==> config.mk <==
export PLATFORM = sky130hd
export DESIGN_NAME = b_bus_arbiter
export DESIGN_NICKNAME = d
export VERILOG_FILES = /design/src/rtl/b_bus_arbiter.sv
export SDC_FILE = /design/constraint.sdc
export NUM_CORES = 1
export LEC_CHECK = 0
export BUFFER_PORTS_ARGS = -buffer_cell sky130_fd_sc_hd__buf_4
export CAP_MARGIN = 40
export CORE_AREA = 2 2 39 41
export CTS_CLUSTER_SIZE = 12
export DETAILED_ROUTE_END_ITERATION = 6
export DIE_AREA = 0 0 41 43
export GPL_TIMING_DRIVEN = 0
export PLACE_DENSITY = 0.72
export SLEW_MARGIN = 20
export SYNTH_ARGS = -nofsm -noshare
export SYNTH_HDL_FRONTEND = slang
export SYNTH_SLANG_ARGS = --single-unit
==> constraint.sdc <==
create_clock -name clk -period 1.88 [get_ports clk]
set_input_delay 0.376 -clock clk [delete_from_list [all_inputs] [get_ports clk]]
set_output_delay 0.376 -clock clk [all_outputs]
set_load 0.02 [all_outputs]
==> src/rtl/b_bus_arbiter.sv <==
// B-bus source arbiter: grants one of three requesters for a len+1 beat burst, then one grounded GAP cycle.
// Optional feature: define B_BUS_ARB_RR_EN for round-robin arbitration (default build is fixed priority 0>1>2).
module b_bus_arbiter #(
   parameter int LEN_W = 3
) (
   input  logic               clk,
   input  logic               rst,
   input  logic [2:0]         req,
   input  logic [3*LEN_W-1:0] req_len,
   output logic [2:0]         gnt,
   output logic [1:0]         b_sel,
   output logic               busy,
   output logic [2:0]         done
);

   localparam logic [1:0] SEL_GROUND = 2'b01;

   typedef enum logic [1:0] {IDLE, GRANT, GAP} state_t;

   state_t           state, state_nxt;
   logic [LEN_W-1:0] cnt, cnt_nxt, win_len;
   logic [2:0]       gnt_nxt, win_gnt;
   logic [1:0]       b_sel_nxt, win_sel, winner;
`ifdef B_BUS_ARB_RR_EN
   logic [1:0]       last, last_nxt;
`endif

   // Later assignments take precedence, so each list is written lowest priority first.
   always_comb begin
      winner = 2'd0;
`ifdef B_BUS_ARB_RR_EN
      case (last)
         2'd0: begin
            if (req[0]) winner = 2'd0;
            if (req[2]) winner = 2'd2;
            if (req[1]) winner = 2'd1;
         end
         2'd1: begin
            if (req[1]) winner = 2'd1;
            if (req[0]) winner = 2'd0;
            if (req[2]) winner = 2'd2;
         end
         default: begin
            if (req[2]) winner = 2'd2;
            if (req[1]) winner = 2'd1;
            if (req[0]) winner = 2'd0;
         end
      endcase
`else
      if (req[2]) winner = 2'd2;
      if (req[1]) winner = 2'd1;
      if (req[0]) winner = 2'd0;
`endif
      case (winner)
         2'd1: begin
            win_len = req_len[LEN_W +: LEN_W];
            win_gnt = 3'b010;
            win_sel = 2'b11;
         end
         2'd2: begin
            win_len = req_len[2*LEN_W +: LEN_W];
            win_gnt = 3'b100;
            win_sel = 2'b01;
         end
         default: begin
            win_len = req_len[0 +: LEN_W];
            win_gnt = 3'b001;
            win_sel = 2'b00;
         end
      endcase
   end

   always_comb begin
      state_nxt = state;
      cnt_nxt   = cnt;
      gnt_nxt   = gnt;
      b_sel_nxt = b_sel;
      done      = 3'b000;
`ifdef B_BUS_ARB_RR_EN
      last_nxt  = last;
`endif
      case (state)
         IDLE, GAP: begin
            state_nxt = IDLE;
            gnt_nxt   = 3'b000;
            b_sel_nxt = SEL_GROUND;
            if (|req) begin
               state_nxt = GRANT;
               cnt_nxt   = win_len;
               gnt_nxt   = win_gnt;
               b_sel_nxt = win_sel;
`ifdef B_BUS_ARB_RR_EN
               last_nxt  = winner;
`endif
            end
         end
         GRANT: begin
            // The last beat is the one where cnt has reached zero; the bus is grounded next cycle.
            if (cnt == '0) begin
               done      = gnt;
               state_nxt = GAP;
               gnt_nxt   = 3'b000;
               b_sel_nxt = SEL_GROUND;
            end else begin
               cnt_nxt = cnt - LEN_W'(1);
            end
         end
         default: begin
            state_nxt = IDLE;
            gnt_nxt   = 3'b000;
            b_sel_nxt = SEL_GROUND;
         end
      endcase
   end

   always_ff @(posedge clk) begin
      if (rst) begin
         state <= IDLE;
         cnt   <= '0;
         gnt   <= 3'b000;
         b_sel <= SEL_GROUND;
`ifdef B_BUS_ARB_RR_EN
         last  <= 2'd2;
`endif
      end else begin
         state <= state_nxt;
         cnt   <= cnt_nxt;
         gnt   <= gnt_nxt;
         b_sel <= b_sel_nxt;
`ifdef B_BUS_ARB_RR_EN
         last  <= last_nxt;
`endif
      end
   end

   assign busy = (state != IDLE);

endmodule

## Word level (Yosys, flattened, before mapping)

Index checks and enable logic that the tools add are counted.

- Add/subtract/negate cells: 1
- Multiply operators: 0
- Div/mod/pow operators: 0
- Magnitude comparators: 0
- Equality and inequality tests: 7
- Shift-type cells: 0
- Muxes and demuxes: 20
- Bitwise logic cells: 0
- Reduce and logical (&&, ||, !) cells: 7

Operator list:

| kind | count |
|---|---|
| $pmux W3 S2 | 4 |
| $mux W3 | 6 |
| $mux W2 | 6 |
| $pmux W2 S2 | 3 |
| $ne A2 B2 Y1 const B | 3 |
| $eq A2 B1 Y1 const B | 2 |
| $eq A2 B2 Y1 const B | 2 |
| $reduce_bool A2 Y1 | 2 |
| $logic_not A3 Y1 | 1 |
| $reduce_and A3 Y1 | 1 |
| $reduce_or A3 Y1 | 1 |
| $sub A3 B1 Y3 const B | 1 |
| $logic_not A2 Y1 | 1 |
| $reduce_or A2 Y1 | 1 |
| $mux W1 | 1 |

- Register bits after elaboration: 10
- Bits in latches: 0
- RAM bits: 0
- Bits in read-only memories: 0
- Input bits: 14
- Output and inout port bits: 9
- Word-level logic and storage cells: 39
- Memories kept: 0

## Longest topological paths before layout

Gate-level depths: netlist of run 1.

- Depth in word-level cells: 7
- Mapped depth: 6
- Mapped depth without buffers: 6

## Least setup slack after synthesis of run 1

No wires, ideal clock.

- Path kind: register -> output
- Start: register cnt[0]
- End: output done[0]
- Arrival: 1.109 ns
- Required time: 1.504 ns
- Setup slack: 0.395 ns
- Stages on the path, launching flop included: 5
- Path buffers: 0
- Path through: dfxtp_1 > inv_1 > ha_1 > nor2b_1 > and3_1

- Cells in the longest elaborated chain, start to end: 3

Ends and longest elaborated chain:

| element | RTL line | source |
|---|---|---|
| start, declared | 21 | `logic [LEN_W-1:0] cnt, cnt_nxt, win_len;` |
| start signal, assigned | 127 | `cnt <= cnt_nxt;` |
| $logic_not A3 Y1 | 99 | `if (cnt == '0) begin` |
| $mux W3 | 99 |  |
| $mux W3 | 82 | `case (state)` |
| end, declared | 13 | `output logic [2:0] done` |

No other way between the ends.

## Worst setup path in the final report of run 1

- Start: register cnt[0]
- End: output done[2]

Same word-level chain as after synthesis.

==> metrics.md, run 1 <==
| Metric | Value |
|---|---|
| Status | complete, no violations |
| Grt total ovfl | 0 |
| First drt pass iteration count | 4 |
| Comb pwr share | 35.5% |
| Sequential area share after synthesis | 32.6% |
| Clk_skew | 3.36 ps |
| Gr usage total | 16.5% |
| Vias in the first global route | 472 |
| Slew HR | 72.7% |
| Cell area after synthesis | 553 sq um |
| Switching Share | 33.3% |
| Clk sinks | 9 |
| Drt wl/cell | 11.3 microns |
| I/O pin cnt | 23 |
| MaxCap Viol Count | 0 |
| Final hold vios | 0 |
| Element type at the critical path start | flop |
| Post-Synthesis Cells | 65 |
| Max FO, Critical Path | 7 |
| Max frequency | 0.571 GHz |
| Post-Route Setup TNS | 0 ps |
| Die ar. | 0.00176 sq mm |
| Synth cell types | 34 |
| Via count | 556 |
| Worst-margin pin slew | 410 ps |
| Ys Warns | 0 |
| DRC Markers | 0 |
| Die Wd | 41 microns |
| #FFs+latches synth | 9 |
| FF-to-FF End | cnt[2] |
| RSZ-0062 raised after global routing | no |
| Share of cells above drive strength 1 | 36.7% |
| Chip height | 43 microns |
| Reg-to-Reg Start | cnt[0] |
| Gpl congestion | 0.740 |
| Worst Hold Depth | 2 |
| Clock H-tree levels | 1 |
| # setup viols final | 0 |
| Via/cell ratio | 5.25 |
| Max IR drop VDD | 0.419 mV |
| Kind of critical path | flop to output pin |
| Tot Pwr | 0.603 mW |
| Clock buffer depth | 2 |
| R2R cell count | 6 |
| WHS Endpoint | state[1] |
| Hpwl dp | 919 microns |
| Area grow syn2layout | 38.2% |
| Leakage dissipation | 0.358 nW |
| Period Utilization, post-route | 93.2% |
| Num CTS Buffers | 3 |
| Clk pwr share | 25.3% |
| Initial Util | 40.0% |
| Mean Syn Cell Area | 8.51 sq um |
| Port bufs | 21 |
| Net Sw Power | 0.201 mW |
| Antenna viol nets, final | 0 |
| Postcts setup bufs | 0 |
| Fillers | 143 |
| Worst-path clk slew | 60 ps |
| Final min period | 1750 ps |
| Worst path arrival time | 1380 ps |
| Hold path startpoint | rst |
| Finished Cell Area | 764 sq um |
| Largest net degree at the start of global routing | 11 |
| PD cells | 789 mW/mm^2 |
| Initial antenna violation count | 0 |
| 1st-iter DRT viols | 1 |
| Cts hold-fix bufs | 0 |
| Reg2reg setup slack | 460 ps |
| First-pass GRT wire length | 1.96 mm |
| Internal power | 0.402 mW |
| Row cnt | 14 |
| Core box area | 0.00138 sq mm |
| Root buf cell | clkbuf_4 |
| Final WL | 1.20 mm |
| Max-slew violations | 0 |
| CTS tree | done |
| Skew-Pair Late Insertion Delay | 260 ps |
| Critical Path End Type | output pin |
| CP required | 1500 ps |
| Sequential share of power | 39.2% |
| Synthesized net count | 81 |
| Net count, final | 107 |
| Diode count | 0 |
| Placed Area | 731 sq um |
| Worst min path class | input pin to flop |
[state kept, by name (all words and copies together), names as in the netlist]
register and flops:
gnt 3, cnt 3, state 2, b_sel 1
[metal layers]
metal  up-vias  global-route usage (%)  share of wire, %
li1        287                       -                 -
met1       248                    22.3                47
met2        17                    22.2                45
met3         4                    3.14               4.7
met4         0                    12.0               3.5
met5         -                       0                 0
[cells in the mapped netlist (all sizes together)]
master / number / area share [%]
dfxtp: 9 / 33
nor2: 8 / 5.4
a21oi: 6 / 5.4
nor2b: 4 / 4.5
and3: 3 / 3.4
buf: 3 / 2.9
inv: 3 / 2.0
nor3: 3 / 3.6
a311oi: 2 / 3.2
and2b: 2 / 3.4
ha: 2 / 4.5
nand2b: 2 / 3.6
nor4b: 2 / 3.2
o21ai: 2 / 1.8
a221oi: 1 / 1.6
a2bb2oi: 1 / 1.6
a31o: 1 / 1.6
a31oi: 1 / 1.1
mux2i: 1 / 1.8
nand2: 1 / 0.68
nand3: 1 / 0.90
nand4: 1 / 1.1
nand4bb: 1 / 2.0
o211a: 1 / 1.8
o21a: 1 / 1.4
o21bai: 1 / 1.4
o22ai: 1 / 2.3
or2: 1 / 1.1
[metrics by stage]
step,setup slack (ps),utilization (%),std cells,hold WS (ps)
floorplan,395,-,65,454
global placement,210,52.8,102,475
detailed placement,187,52.8,102,483
CTS,46.0,54.9,106,476
global route,71.2,55.2,106,506
finish,127,55.2,106,483
[worst max-delay path by stage]
stage / startpoint / to / slack [ps] / cells past startpoint
2_1_floorplan: cnt[0] / done[0] / 400 / 4
3_3_place_gp: cnt[0] / done[2] / 210 / 5
3_5_place_dp: cnt[0] / done[2] / 190 / 5
4_1_cts: cnt[0] / done[2] / 50 / 5
5_1_grt: cnt[0] / done[1] / 70 / 5
6_report: cnt[0] / done[2] / 130 / 5
[final cells by class]
type / instances / area, sq um / share of cell area (%)
multi-input combinational: 50 / 353 / 46.2
sequential: 9 / 180 / 23.6
timing repair buffer: 21 / 158 / 20.6
clock buffer: 4 / 26.3 / 3.44
tap: 16 / 20.0 / 2.62
buffer: 3 / 16.3 / 2.13
inverter: 3 / 11.3 / 1.47
[worst max-delay path: stages (launching register included)]
cell and delay (ps):
dfxtp_1 360, inv_1 80, ha_1 200, nor2b_4 150
and3_1 180, buf_4 150
[layout by cell type, fill, tap and decap left out]
master	instances
nor2_1	8
nor4b_1	2
and2b_2	1
nand4_1	1
mux2i_1	1
o21ai_1	1
o22ai_2	1
nand2b_4	1
a311oi_1	2
o21a_1	1
a21oi_1	6
and2b_4	1
nor3_2	1
nand4bb_1	1
buf_1	1
nor2b_4	1
o211a_1	1
a31o_1	1
nor3_1	2
inv_1	3
nor2b_1	3
buf_2	1
a221oi_1	1
or2_2	1
clkbuf_1	1
a31oi_1	1
o21bai_1	1
dfxtp_1	9
o21ai_0	1
ha_1	2
clkbuf_4	3
nand2b_1	1
and3_1	3
nand3_1	1
nand2_1	1
a2bb2oi_1	1
buf_4	22
[what timing repair did]
item | 4_1_cts | 5_1_grt
setup endpoints to repair | 3 | 3
gates resized for setup | 1 | 1
pin swaps | 0 | 0
[logic make-up after synthesis]
family                     synth area share, %
muxes                                     1.81
AOI/OAI and AO/OA                         23.1
adders and majority gates                 4.52
buffers and inverters                     4.98
and+or+nand+nor                           33.0
DFF                                       32.6
[power groups by stage]
stage	Sequential [mW]	Clock, mW	Combinational [mW]
2_1_floorplan	0.241	0	0.133
3_3_place_gp	0.238	0	0.203
3_5_place_dp	0.238	0	0.206
4_1_cts	0.235	0.159	0.210
5_1_grt	0.239	0.167	0.238
6_report	0.236	0.153	0.214
Power figures use the tool's default switching activity.
==> run 2, diff against run 1 <==
--- a/config.mk
+++ b/config.mk
@@ -13,6 +13,7 @@
 export DIE_AREA = 0 0 41 43
 export GPL_TIMING_DRIVEN = 0
 export PLACE_DENSITY = 0.72
+export RECOVER_POWER = 25
 export SLEW_MARGIN = 20
 export SYNTH_ARGS = -nofsm -noshare
 export SYNTH_HDL_FRONTEND = slang
==> run 2 against run 1 <==
Cell area decreased by 0.98%. Critical path depth is the same. Flip-flop and latch count did not move. Die area is the same. First-iteration DRC count rose by 100%. Largest power group unchanged. Via count unchanged. Highest routed layer unchanged.
==> metrics.md, run 2 (synthesized netlist as in run 1, its figures left out) <==
| Metric | Value |
|---|---|
| Initial Util | 40.0% (unchanged) |
| Comb pwr share | 35.3% (-0.2 points) |
| Max frequency | 0.571 GHz (about the same) |
| Die ar. | 0.00176 sq mm (unchanged) |
| Diode count | 0 (unchanged) |
| Net Sw Power | 0.201 mW (about the same) |
| Port bufs | 21 (unchanged) |
| Switching Share | 33.4% (+0.098 points) |
| Critical Path End Type | output pin |
| Num CTS Buffers | 3 (unchanged) |
| Fillers | 147 (+2.8%) |
| Status | complete, no violations |
| Multi-input logic area | 353 sq um (unchanged) |
| FF-to-FF End | cnt[2] |
| Final WL | 1.20 mm (+0.17%) |
| Commonest non-fill, non-tap cell in the layout | buf_4 |
| Chip height | 43 microns (unchanged) |
| Gpl congestion | 0.740 (unchanged) |
| Top flop regs | cnt x3, gnt x3, state x2 |
| Share of cells above drive strength 1 | 34.4% (-2.2 points) |
| First-pass GRT wire length | 1.96 mm (unchanged) |
| Clk sinks | 9 (unchanged) |
| I/O pin cnt | 23 (unchanged) |
| Worst min path class | input pin to flop |
| CP required | 1500 ps (about the same) |
| Hpwl dp | 919 microns (unchanged) |
| Kind of critical path | flop to output pin |
| Worst-path clk slew | 60 ps (about the same) |
| Gr usage total | 16.5% (unchanged) |
| Clk_skew | 3.21 ps (-0.157 ps) |
| Core box area | 0.00138 sq mm (unchanged) |
| Slew HR | 72.7% (unchanged) |
| Commonest cells after routing, fill and taps aside | 20 x buf_4, 9 x dfxtp_1, 8 x nor2_1, 6 x a21oi_1 |
| Largest net degree at the start of global routing | 11 (unchanged) |
| Period Utilization, post-route | 93.2% (about the same) |
| First drt pass iteration count | 4 (unchanged) |
| R2R cell count | 6 (unchanged) |
| Worst-margin pin slew | 410 ps (unchanged) |
| Final min period | 1750 ps (+0.00900 ps) |
| 1st-iter DRT viols | 2 (+1) |
| Element type at the critical path start | flop |
| Root buf cell | clkbuf_4 |
| Skew-Pair Late Insertion Delay | 260 ps (about the same) |
| Clk pwr share | 25.4% (about the same) |
| Max-slew violations | 0 (unchanged) |
| CTS tree | done |
| Area grow syn2layout | 36.9% |
| MaxCap Viol Count | 0 (unchanged) |
| Via/cell ratio | 5.25 (unchanged) |
| Register Area | 180 sq um (unchanged) |
| Worst path arrival time | 1380 ps (about the same) |
| Max FO, Critical Path | 7 (unchanged) |
| Cts hold-fix bufs | 0 (unchanged) |
| Row cnt | 14 (unchanged) |
| Initial antenna violation count | 0 (unchanged) |
| Tot Pwr | 0.601 mW (-0.36%) |
| Antenna viol nets, final | 0 (unchanged) |
| Net count, final | 107 (unchanged) |
| Drt wl/cell | 11.3 microns (+0.17%) |
| Final hold vios | 0 (unchanged) |
| DRC Markers | 0 (unchanged) |
| Worst Hold Depth | 2 (unchanged) |
| Clock H-tree levels | 1 (unchanged) |
| Grt total ovfl | 0 (unchanged) |
| Internal power | 0.400 mW (-0.50%) |
| Reg-to-Reg Start | cnt[0] |
| Placed Area | 731 sq um (unchanged) |
| Hold path startpoint | rst |
| Leakage dissipation | 0.350 nW (-2.1%) |
| Max IR drop VDD | 0.418 mV (-0.18%) |
| Sequential share of power | 39.3% (about the same) |
| PD cells | 794 mW/mm^2 (+0.63%) |
| Die Wd | 41 microns (unchanged) |
| WHS Endpoint | state[1] |
| RSZ-0062 raised after global routing | no |
| Vias in the first global route | 472 (unchanged) |
| Clock buffer depth | 2 (unchanged) |
| # setup viols final | 0 (unchanged) |
| Post-Route Setup TNS | 0 ps (unchanged) |
| Finished Cell Area | 757 sq um (-0.98%) |
| Reg2reg setup slack | 460 ps (about the same) |
| Via count | 556 (unchanged) |
-- run 2: cell count changes in the layout (fill, tap and decap cells not counted), sizes merged --
cell | before | now
clkbuf | 4 | 6
buf | 24 | 22
-- run 2: timing repair --
item	in CTS	in global routing
endpoints found under the hold margin	0	0
buffers inserted	0	0
endpoints found under the setup margin	3	3
gates resized for setup	1	1
-- run 2: how the worst max path moves through the flow --
stage	endpoint	slack (ps)	startpoint
2_1_floorplan	done[0]	400	cnt[0]
3_3_place_gp	done[2]	210	cnt[0]
3_5_place_dp	done[2]	190	cnt[0]
4_1_cts	done[2]	50	cnt[0]
5_1_grt	done[1]	70	cnt[0]
6_report	done[2]	130	cnt[0]
-- run 2: worst max-delay path: stages (launching register included) --
cell	delay, ps
dfxtp_1	360
inv_1	80
ha_1	200
nor2b_4	150
and3_1	180
buf_4	150
-- run 2: final cells by class --
cell class / instances / area share [%]
clock buffers: 4 / 3.47
plain buffers: 3 / 2.15
inverters: 3 / 1.49
well taps: 16 / 2.64
repair buffers: 21 / 19.8
flip-flops and latches: 9 / 23.8
multi-input cells: 50 / 46.6
-- run 2: metrics by stage --
step	worst slack (ps)	hold WS, ps	cells	utilization [%]
floorplan	395	454	65	-
detailed placement	187	483	102	52.8
CTS	46.0	476	106	54.9
global route	71.2	506	106	54.7
global placement	210	475	102	52.8
finish	127	483	106	54.7
-- run 2: layer usage --
layer	vias up	share of wire (%)	global-route usage [%]
met3	4	4.8	3.14
li1	287	-	-
met2	17	45	22.2
met4	0	3.5	12.0
met1	248	47	22.3
met5	-	0	0
-- run 2: power by group through the flow --
stage               Sequential (mW)  Combinational [mW]  Clock, mW
floorplan                     0.241               0.133          0
global placement              0.238               0.203          0
detailed placement            0.238               0.206          0
CTS                           0.235               0.210      0.159
global route                  0.239               0.236      0.167
finish                        0.236               0.212      0.152
==> run 3, diff against run 2 <==
--- a/config.mk
+++ b/config.mk
@@ -14,7 +14,7 @@
 export GPL_TIMING_DRIVEN = 0
 export PLACE_DENSITY = 0.72
 export RECOVER_POWER = 25
-export SLEW_MARGIN = 20
+export SLEW_MARGIN = 15
 export SYNTH_ARGS = -nofsm -noshare
 export SYNTH_HDL_FRONTEND = slang
 export SYNTH_SLANG_ARGS = --single-unit
==> constraint.sdc (replaced) <==
create_clock -name clk -period 1.7 [get_ports clk]
set_input_delay 0.34 -clock clk [delete_from_list [all_inputs] [get_ports clk]]
set_output_delay 0.34 -clock clk [all_outputs]
set_load 0.02 [all_outputs]
==> run 3 against run 2 <==
Cell count rose by 0.94%. Cell area is 1.8% higher. First-iteration DRC count grew to 3.0 times the previous value. Setup slack worse by 82 ps. Die area unchanged.
==> metrics.md, run 3 (synthesized netlist as in run 1, its figures left out) <==
| Metric | Value |
|---|---|
| Status | complete, no violations |
| Final Util | 55.7% (+0.99 points) |
| Placed Area | 731 sq um (unchanged) |
| MaxCap Viol Count | 0 (unchanged) |
| Commonest cells after routing, fill and taps aside | 22 x buf_4, 8 x nor2_1, 7 x dfxtp_1, 6 x a21oi_1 |
| Finished Cell Area | 771 sq um (+1.8%) |
| Clk sinks | 9 (unchanged) |
| Final hold vios | 0 (unchanged) |
| Reg-to-Reg Start | cnt[0] |
| Leakage dissipation | 0.359 nW (+2.6%) |
| First drt pass iteration count | 4 (unchanged) |
| Gpl congestion | 0.740 (unchanged) |
| Final min period | 1650 ps |
| Commonest non-fill, non-tap cell in the layout | buf_4 |
| Tot Pwr | 0.682 mW (+14%) |
| Cts hold-fix bufs | 0 (unchanged) |
| Antenna viol nets, final | 0 (unchanged) |
| Clk_skew | 0.700 ps (-2.51 ps) |
| Clock H-tree levels | 1 (unchanged) |
| R2R cell count | 7 (+1) |
| Max IR drop VDD | 0.463 mV (+11%) |
| Worst Hold Depth | 2 (unchanged) |
| Port bufs | 21 (unchanged) |
| Hpwl dp | 919 microns (unchanged) |
| Hold path startpoint | rst |
| Share of cells above drive strength 1 | 39.6% (+5.1 points) |
| Initial Util | 40.0% (unchanged) |
| Worst path arrival time | 1310 ps (-70 ps) |
| Vias in the first global route | 476 (+0.85%) |
| # setup viols final | 0 (unchanged) |
| CP required | 1360 ps (-140 ps) |
| Worst-path clk slew | 60 ps (about the same) |
| First-pass GRT wire length | 1.98 mm (+1.1%) |
| Worst min path class | input pin to flop |
| CTS tree | done |
| Gr usage total | 16.7% (+0.20 points) |
| Via count | 555 (-0.18%) |
| Element type at the critical path start | flop |
| Grt total ovfl | 0 (unchanged) |
| Worst-margin pin slew | 400 ps (-9.67 ps) |
| Final std cells w/o fill | 107 (+0.94%) |
| RSZ-0062 raised after global routing | no |
| Max frequency | 0.604 GHz |
| I/O pin cnt | 23 (unchanged) |
| Diode count | 0 (unchanged) |
| Final WL | 1.22 mm (+2.0%) |
| Skew-Pair Late Insertion Delay | 260 ps (about the same) |
| Via/cell ratio | 5.19 (-1.1%) |
| Die Wd | 41 microns (unchanged) |
| Core box area | 0.00138 sq mm (unchanged) |
| Post-Route Setup TNS | 0 ps (unchanged) |
| Place WS | 42.9 ps (-144 ps) |
| Root buf cell | clkbuf_4 |
| Chip height | 43 microns (unchanged) |
| Row cnt | 14 (unchanged) |
| Die ar. | 0.00176 sq mm (unchanged) |
| Dpl cells | 102 (unchanged) |
| DRC Markers | 0 (unchanged) |
| Clock buffer depth | 2 (unchanged) |
| 1st-iter DRT viols | 6 (+4) |
| Area grow syn2layout | 39.4% |
| Max FO, Critical Path | 5 (-2) |
| Period Utilization, post-route | 97.3% |
| Kind of critical path | flop to output pin |
| Slew HR | 73.3% (+0.64 points) |
| Net count, final | 108 (+0.93%) |
| Num CTS Buffers | 3 (unchanged) |
| Largest net degree at the start of global routing | 11 (unchanged) |
| Hold_ws | 440 ps (-42.6 ps) |
| Initial antenna violation count | 0 (unchanged) |
| Top flop regs | cnt x3, gnt x3, state x2 |
| Critical Path End Type | output pin |
| Max-slew violations | 0 (unchanged) |
| Crit. Startpoint | cnt[0] |
| PD cells | 885 mW/mm^2 (+12%) |
| Final Worst Setup Slack | 45.6 ps (-81.6 ps) |
| Drt wl/cell | 11.4 microns (+1.0%) |
[run 3: metal layers]
layer / share of wire, % / vias up / GRT usage, %
met5: 0 / - / 0
met4: 3.4 / 0 / 12.0
met3: 3.7 / 4 / 3.14
met2: 45 / 14 / 22.5
met1: 48 / 249 / 22.7
li1: - / 288 / -
[run 3: repair_timing]
action,4_1_cts,5_1_grt
buffers inserted,1,0
endpoints found under the setup margin,3,3
gates resized for setup,3,2
[run 3: power breakdown]
part / switching [mW] / internal, mW
clock: 0.0790 / 0.0908
sequential: 0.0247 / 0.239
combinational: 0.124 / 0.125
total: 0.227 / 0.455
[run 3: worst paths after layout]
kind	to	slack, ps
max reg2reg	cnt[2]	210
min reg2reg	cnt[0]	470
max	done[2]	50
min	state[1]	440
[run 3: cell type report]
class	count	area (sq um)
fill	143	613
buffer	3	16.3
tap	16	20.0
clock buffer	4	26.3
timing repair buffer	22	161
multi-input combinational	50	353
sequential	9	183
inverter	3	11.3
[run 3: critical path, cell delays in order (launching register included)]
cell     delay, ps
dfxtp_2        350
inv_2           40
ha_1           190
nor2b_4        140
and3_1         180
buf_4          150
